[config.mk]
export PLATFORM = sky130hd
export DESIGN_NAME = hit_edge_collector
export DESIGN_NICKNAME = d
export VERILOG_FILES = /design/src/rtl/hit_edge_collector.sv
export SDC_FILE = /design/constraint.sdc
export NUM_CORES = 1
export LEC_CHECK = 0
export BUFFER_PORTS_ARGS = -buffer_cell sky130_fd_sc_hd__buf_2
export CORE_ASPECT_RATIO = 0.75
export CORE_MARGIN = 8
export CORE_UTILIZATION = 49
export CTS_CLUSTER_SIZE = 24
export DETAILED_ROUTE_END_ITERATION = 16
export MAX_ROUTING_LAYER = met4
export PLACE_DENSITY = 0.7
export SLEW_MARGIN = 15
export SYNTH_ARGS = -nofsm -noshare
export SYNTH_HDL_FRONTEND = slang
export SYNTH_SLANG_ARGS = --single-unit
[constraint.sdc]
create_clock -name clk -period 2.5 [get_ports clk]
set_input_delay 0.375 -clock clk [delete_from_list [all_inputs] [get_ports clk]]
set_output_delay 0.375 -clock clk [all_outputs]
set_load 0.01 [all_outputs]
[src/rtl/hit_edge_collector.sv]
// hit_edge_collector: counts overlaps between object A and object B over each
// video frame, ORs A's hit-edge codes on those pixels, and at the frame boundary
// emits at most one collision pulse, followed by a frame-based cooldown.
module hit_edge_collector #(
    parameter int MIN_OVERLAP     = 4,
    parameter int COOLDOWN_FRAMES = 2,
    parameter int COUNT_W         = 12
) (
    input  logic               clk,
    input  logic               resetN,
    input  logic               enable,
    input  logic               startOfFrame,
    input  logic               drawingRequest_A,
    input  logic [3:0]         HitEdgeCode_A,
    input  logic               drawingRequest_B,
    output logic               collision,
    output logic [3:0]         collisionEdge,
    output logic [COUNT_W-1:0] lastOverlapCount,
    output logic               busy
);

    // The cooldown counter needs at least one bit, even when cooldown is disabled.
    localparam int CD_W = (COOLDOWN_FRAMES < 2) ? 1 : $clog2(COOLDOWN_FRAMES + 1);

    localparam logic [CD_W-1:0]    CD_LOAD   = CD_W'(COOLDOWN_FRAMES);
    localparam logic [CD_W-1:0]    CD_ONE    = CD_W'(1);
    localparam logic [COUNT_W-1:0] MIN_OVL   = COUNT_W'(MIN_OVERLAP);
    localparam logic [COUNT_W-1:0] COUNT_MAX = '1;

    typedef enum logic [1:0] {
        IDLE,
        SYNC,
        SCAN,
        COOLDOWN
    } state_t;

    state_t             state, state_nxt;
    logic [COUNT_W-1:0] count, count_nxt;
    logic [3:0]         edge_acc, edge_acc_nxt;
    logic [CD_W-1:0]    cooldown_cnt, cooldown_cnt_nxt;
    logic               collision_nxt;
    logic [3:0]         collision_edge_nxt;
    logic [COUNT_W-1:0] last_count_nxt;
    logic               busy_nxt;

    logic               ovl;
    logic [COUNT_W-1:0] count_inc;
    logic [COUNT_W-1:0] count_fresh;
    logic [3:0]         edge_fresh;
    logic               frame_hit;

    // Overlap and the values a new frame starts with; the boundary pixel belongs to the new frame.
    always_comb begin
        ovl         = drawingRequest_A & drawingRequest_B;
        count_inc   = (count == COUNT_MAX) ? count : count + 1'b1;
        count_fresh = {{(COUNT_W-1){1'b0}}, ovl};
        edge_fresh  = ovl ? HitEdgeCode_A : 4'h0;
        frame_hit   = (count >= MIN_OVL);
    end

    // Next-state and next-output logic; disable overrides every state.
    always_comb begin
        state_nxt          = state;
        count_nxt          = count;
        edge_acc_nxt       = edge_acc;
        cooldown_cnt_nxt   = cooldown_cnt;
        collision_nxt      = 1'b0;
        collision_edge_nxt = collisionEdge;
        last_count_nxt     = lastOverlapCount;

        if (!enable) begin
            state_nxt        = IDLE;
            count_nxt        = '0;
            edge_acc_nxt     = 4'h0;
            cooldown_cnt_nxt = '0;
        end else begin
            case (state)
                IDLE: begin
                    state_nxt = SYNC;
                end

                SYNC: begin
                    if (startOfFrame) begin
                        state_nxt    = SCAN;
                        count_nxt    = '0;
                        edge_acc_nxt = 4'h0;
                    end
                end

                SCAN: begin
                    if (startOfFrame) begin
                        last_count_nxt = count;
                        count_nxt      = count_fresh;
                        edge_acc_nxt   = edge_fresh;
                        if (frame_hit) begin
                            collision_nxt      = 1'b1;
                            collision_edge_nxt = edge_acc;
                            if (COOLDOWN_FRAMES > 0) begin
                                state_nxt        = COOLDOWN;
                                cooldown_cnt_nxt = CD_LOAD;
                                count_nxt        = '0;
                                edge_acc_nxt     = 4'h0;
                            end
                        end
                    end else if (ovl) begin
                        count_nxt    = count_inc;
                        edge_acc_nxt = edge_acc | HitEdgeCode_A;
                    end
                end

                COOLDOWN: begin
                    if (startOfFrame) begin
                        if (cooldown_cnt <= CD_ONE) begin
                            state_nxt        = SCAN;
                            cooldown_cnt_nxt = '0;
                            count_nxt        = count_fresh;
                            edge_acc_nxt     = edge_fresh;
                        end else begin
                            cooldown_cnt_nxt = cooldown_cnt - 1'b1;
                        end
                    end
                end

                default: begin
                    state_nxt = IDLE;
                end
            endcase
        end

        busy_nxt = (state_nxt == COOLDOWN);
    end

    // State, datapath and registered outputs.
    always_ff @(posedge clk or negedge resetN) begin
        if (!resetN) begin
            state            <= IDLE;
            count            <= '0;
            edge_acc         <= 4'h0;
            cooldown_cnt     <= '0;
            collision        <= 1'b0;
            collisionEdge    <= 4'h0;
            lastOverlapCount <= '0;
            busy             <= 1'b0;
        end else begin
            state            <= state_nxt;
            count            <= count_nxt;
            edge_acc         <= edge_acc_nxt;
            cooldown_cnt     <= cooldown_cnt_nxt;
            collision        <= collision_nxt;
            collisionEdge    <= collision_edge_nxt;
            lastOverlapCount <= last_count_nxt;
            busy             <= busy_nxt;
        end
    end

endmodule

==> Word-level counts from Yosys, hierarchy flattened <==
Cells that the tools add are included.
{ "word_totals": {"register_bits": 38, "word_cells": 69, "inputBits": 10, "out_inout_bits": 18} }
{ "op_classes": {"reduce_logical": 6, "n_bitwise": 2, "n_lt_le_gt_ge": 2, "eq_ne": 14, "add_sub_neg": 2, "mux": 35} }
{ "op_table": {"columns": ["cell", "n"], "rows": [
  ["$mux 12", 7],
  ["$pmux 12 s3", 1],
  ["$mux 4", 8],
  ["$mux 2", 11],
  ["$ne 3x3->1 const B", 5],
  ["$add 12x1->12 const B", 1],
  ["$eq 12x12->1 const B", 1],
  ["$ge 12x3->1 const B", 1],
  ["$pmux 4 s3", 1],
  ["$ne 4x4->1 const B", 2],
  ["$pmux 2 s4", 1],
  ["$reduce_and 4->1", 2],
  ["$eq 2x2->1 const B", 3],
  ["$reduce_and 6->1", 1],
  ["$mux 1", 5],
  ["$reduce_and 5->1", 1],
  ["$ne 4x1->1 const B", 1],
  ["$or 4x4->4", 1],
  ["$pmux 2 s2", 1],
  ["$ne 3x1->1 const B", 1],
  ["$reduce_and 3->1", 1],
  ["$eq 2x1->1 const B", 1],
  ["$le 2x1->1 const B", 1],
  ["$logic_not 2->1", 1],
  ["other kinds (2)", 2]
]} }

==> Longest topological paths before layout <==
{ "depth": {"depth_word": 6, "depth_mapped": 9} }

==> Worst setup path after synthesis <==
OpenSTA, ideal clock, no wires.
{ "synth_timing": {"path_kind": "register to register", "startpoint": "reg state[0]", "endpoint": "reg count[4]", "path_stages_with_launch": 8, "t_arrival_ns": 1.819, "setup_slack_ns": 0.555, "required_time_ns": 2.374, "setup_ns": 0.126, "cell_sequence": "dfrtp_1 -> ha_1 -> buf_6 -> nor2_2 -> a21oi_1 -> o31ai_4 -> nand2_2 -> a221o_1"} }
{ "synth_via": {"elab_chain_len": 3, "word_cells_on_any_way": 12, "classes_between": "eq/ne: 9; mux: 2; reduce/logical: 1"} }
{ "synth_lines": {"columns": ["element", "line", "source"], "rows": [
  ["start, declared", "37", "state_t state, state_nxt;"],
  ["start signal, assigned", "145", "state <= state_nxt;"],
  ["$eq 2x2->1 or $eq 2x1->1 (tied branches)", "77", "case (state)"],
  ["$ne 4x1->1 (no source line) (tied with other cells)", null, null],
  ["$reduce_and 6->1 (no source line) or $mux 12 (tied branches)", null, null],
  ["end signal, assigned", "146", "count <= count_nxt;"],
  ["end, declared", "38", "logic [COUNT_W-1:0] count, count_nxt;"]
]} }
Parallel ways exist; a longest one is shown, timed or not.
A chain may end at the register's enable or synchronous reset.

==> Final worst setup path <==
{ "layout_timing": {"startpoint": "reg state[1]", "endpoint": "reg count[4]"} }
Same word-level chain as after synthesis.

==> flow_summary.ini <==
[worst_setup_path]
crit_fanout = 10
setup.worst_path.start_class = register
path_class = reg2reg
critical_path_required_ps = 2680
arrival_ps = 2410
worst_setup_path_end_kind = register

[logic_synthesis]
async_flop_share_pct = 100
synth_area_leader_cell = dfrtp_1
seq_area_frac_synth_pct = 48.5
ys_ff_latch = 38
avgSynthCellArea_sq_um = 10.7
synth_warnings = 0
synth_cell_types = 42
synth_area_leaders = dfrtp_1, mux2_2, ha_1, o21ai_0, a21oi_1
syn-instance-count = 184
syn_nets = 201
ys.flop_type = dfrtp_1
netlist.area_leader.share_pct = 48.5
synth_area_sq_um = 1960
synth_edf_count = 0

[cts]
cts_resized = 0
postCtsSetupBuffers = 0
cts_tree = done
numCtsBuffers = 5
h-tree-depth = 2
cts_root_buf = clkbuf_8
cts_buffer_depth = 2
cts.sinks = 38
clock_latency_ps = 290
clk_pin_slew_ps = 80
ctsHoldBuffers = 0

[route]
drc = 0
routed_via_density = 5.83
drtAntennaViolNets = 0
drt_wl_total_um = 4340
first_iter_violations = 73
drt_pass1_iterations = 4
wl_per_cell_um = 16.4
vias = 1545

[floorplanning]
start_util_pct = 49.6
die_height_um = 70.8
core_area_sq_um = 3950
die_w_um = 89.0
die-area_sq_um = 6300
ioPinCount = 28
rows = 20

[sta]
tns_ps = 0
setup_viol = 0
rsz0062_at_grt = no
finalHoldViolCount = 0
maxSlewHeadroom_pct = 45.6
whs_ps = 173
period_needed_ps = 2230
max_freq_ghz = 0.448
worst_pin_slew_ps = 817
final_max_slew_viol_count = 0
skew_ps = 6.32
fin_crit_sh_pct = 89.4

[layout]
design_area_sq_um = 2230
syn_to_final_growth_pct = 13.8
finalNetCount = 226
antennaDiodeCount = 0
drive_gt1_share_pct = 26.2
fill_cells = 354
final_core_util_pct = 56.4

[placed_design]
port_buffers = 27
place_congestion = 0.900
placedInstanceArea_sq_um = 2120
dpl.hpwl_um = 3180

[grt]
grt_pass1_wl_um = 7230
overflow = 0
antenna_found_initial = 0
grt_pass1_vias = 1537
grt_util_all_layers_pct = 15.1
grt_max_degree = 39

[pwr]
leakagePower_nw = 1.10
finalPower_mw = 1.22
irDropWorstVdd_uv = 373
powerDensity_nw_per_um2 = 545

[status]
status = completed

[job]
maxCapViolCount = 0

[min_path]
hold_class = in2async
## stage by stage
step / worst slack, ps / std cells
final: 266 / 265
after global routing: 163 / 265
after CTS: 276 / 265
after detailed placement: 315 / 257
after global placement: 440 / 257
after floorplan: 555 / 184
## sequential cells by signal, summed over array words and instances, names as in the netlist
name	flops
state	2
collisionEdge	4
edge_acc	4
collision	1
busy	1
count	12
lastOverlapCount	12
cooldown_cnt	2
## final cells by class
type | instances | area [sq um] | share of cell area (%)
Tap cell | 55 | 68.8 | 3.08
Timing Repair Buffer | 28 | 143 | 6.39
Multi-Input combinational cell | 127 | 926 | 41.5
Clock buffer | 5 | 68.8 | 3.08
Inverter | 9 | 33.8 | 1.51
Clock inverter | 3 | 40.0 | 1.79
Sequential cell | 38 | 951 | 42.6
## critical path: stages (launching register included)
cell and delay [ps]:
dfrtp_1 440, ha_1 320, nor2_2 200, a21oi_1 140, o31ai_4 480, nand2_2 160, a221o_1 380
## report_power, final
group / total (mW) / switching [mW] / internal (mW) / leakage, nW
registers: 0.622 / 0.00412 / 0.618 / 0.529
clock network: 0.508 / 0.215 / 0.293 / 0.0579
logic: 0.0851 / 0.0589 / 0.0262 / 0.515
## metal layers
metal / global-route usage (%) / part of all wire, % / vias to the layer above
met1: 18.1 / 45 / 742
met3: 4.51 / 6.2 / 15
met2: 22.2 / 46 / 51
met4: 8.09 / 2.5 / 0
li1: - / - / 737
met5: - / 0 / -
## final timing paths
kind / to / slack (ps) / depth (start not counted) / from
worst max-delay path: count[4]$_DFFE_PN0P_ / 270 / 6 / state[1]$_DFF_PN0_
worst min-delay path: collisionEdge[0]$_DFFE_PN0P_ / 170 / 1 / resetN
worst max register to register: count[4]$_DFFE_PN0P_ / 270 / 6 / state[1]$_DFF_PN0_
worst min register to register: lastOverlapCount[1]$_DFFE_PN0P_ / 480 / 2 / lastOverlapCount[1]$_DFFE_PN0P_
max in group asynchronous: lastOverlapCount[1]$_DFFE_PN0P_ / 1810 / 1 / resetN
min in group clk: edge_acc[0]$_DFFE_PN0P_ / 310 / 2 / HitEdgeCode_A[0]
## kinds of logic (layout without fill, tap and decap cells)
| kind of cell | Yosys count | in the layout | share of synthesized area, % |
|---|---|---|---|
| adders and majority gates | 7 | 7 | 4.47 |
| DFF | 38 | 38 | 48.5 |
| muxes | 17 | 17 | 9.57 |
| AOI/OAI and AO/OA | 51 | 51 | 17.9 |
| and+or+nand+nor | 52 | 52 | 15.3 |
| buffers and inverters | 19 | 45 | 4.28 |
## Yosys cell counts, types with 3 or more instances
library cell and count:
nand2_1 10, clkbuf_1 5, nand2b_1 3, nand3_1 11
and4_1 3, mux2_2 14, buf_2 4, dfrtp_1 38
o21ai_0 13, a21oi_1 11, inv_1 9, a41oi_1 5
a22o_1 4, nor2_1 6, ha_1 7, a31oi_1 4
mux2i_1 3, o31ai_1 5
## layout by cell type, fill, tap and decap left out, types with 3 or more instances in the layout
cell type,instances
clkbuf_8,5
a22o_1,4
mux2_2,14
inv_1,9
dfrtp_1,38
buf_2,27
a41oi_1,5
ha_1,7
o31ai_1,5
a31oi_1,4
a21oi_1,11
o21ai_0,13
nand3_1,11
nor2_1,6
nand2b_1,3
nand2_1,10
mux2i_1,3
and4_1,3
(Power assumes the default switching activity.)
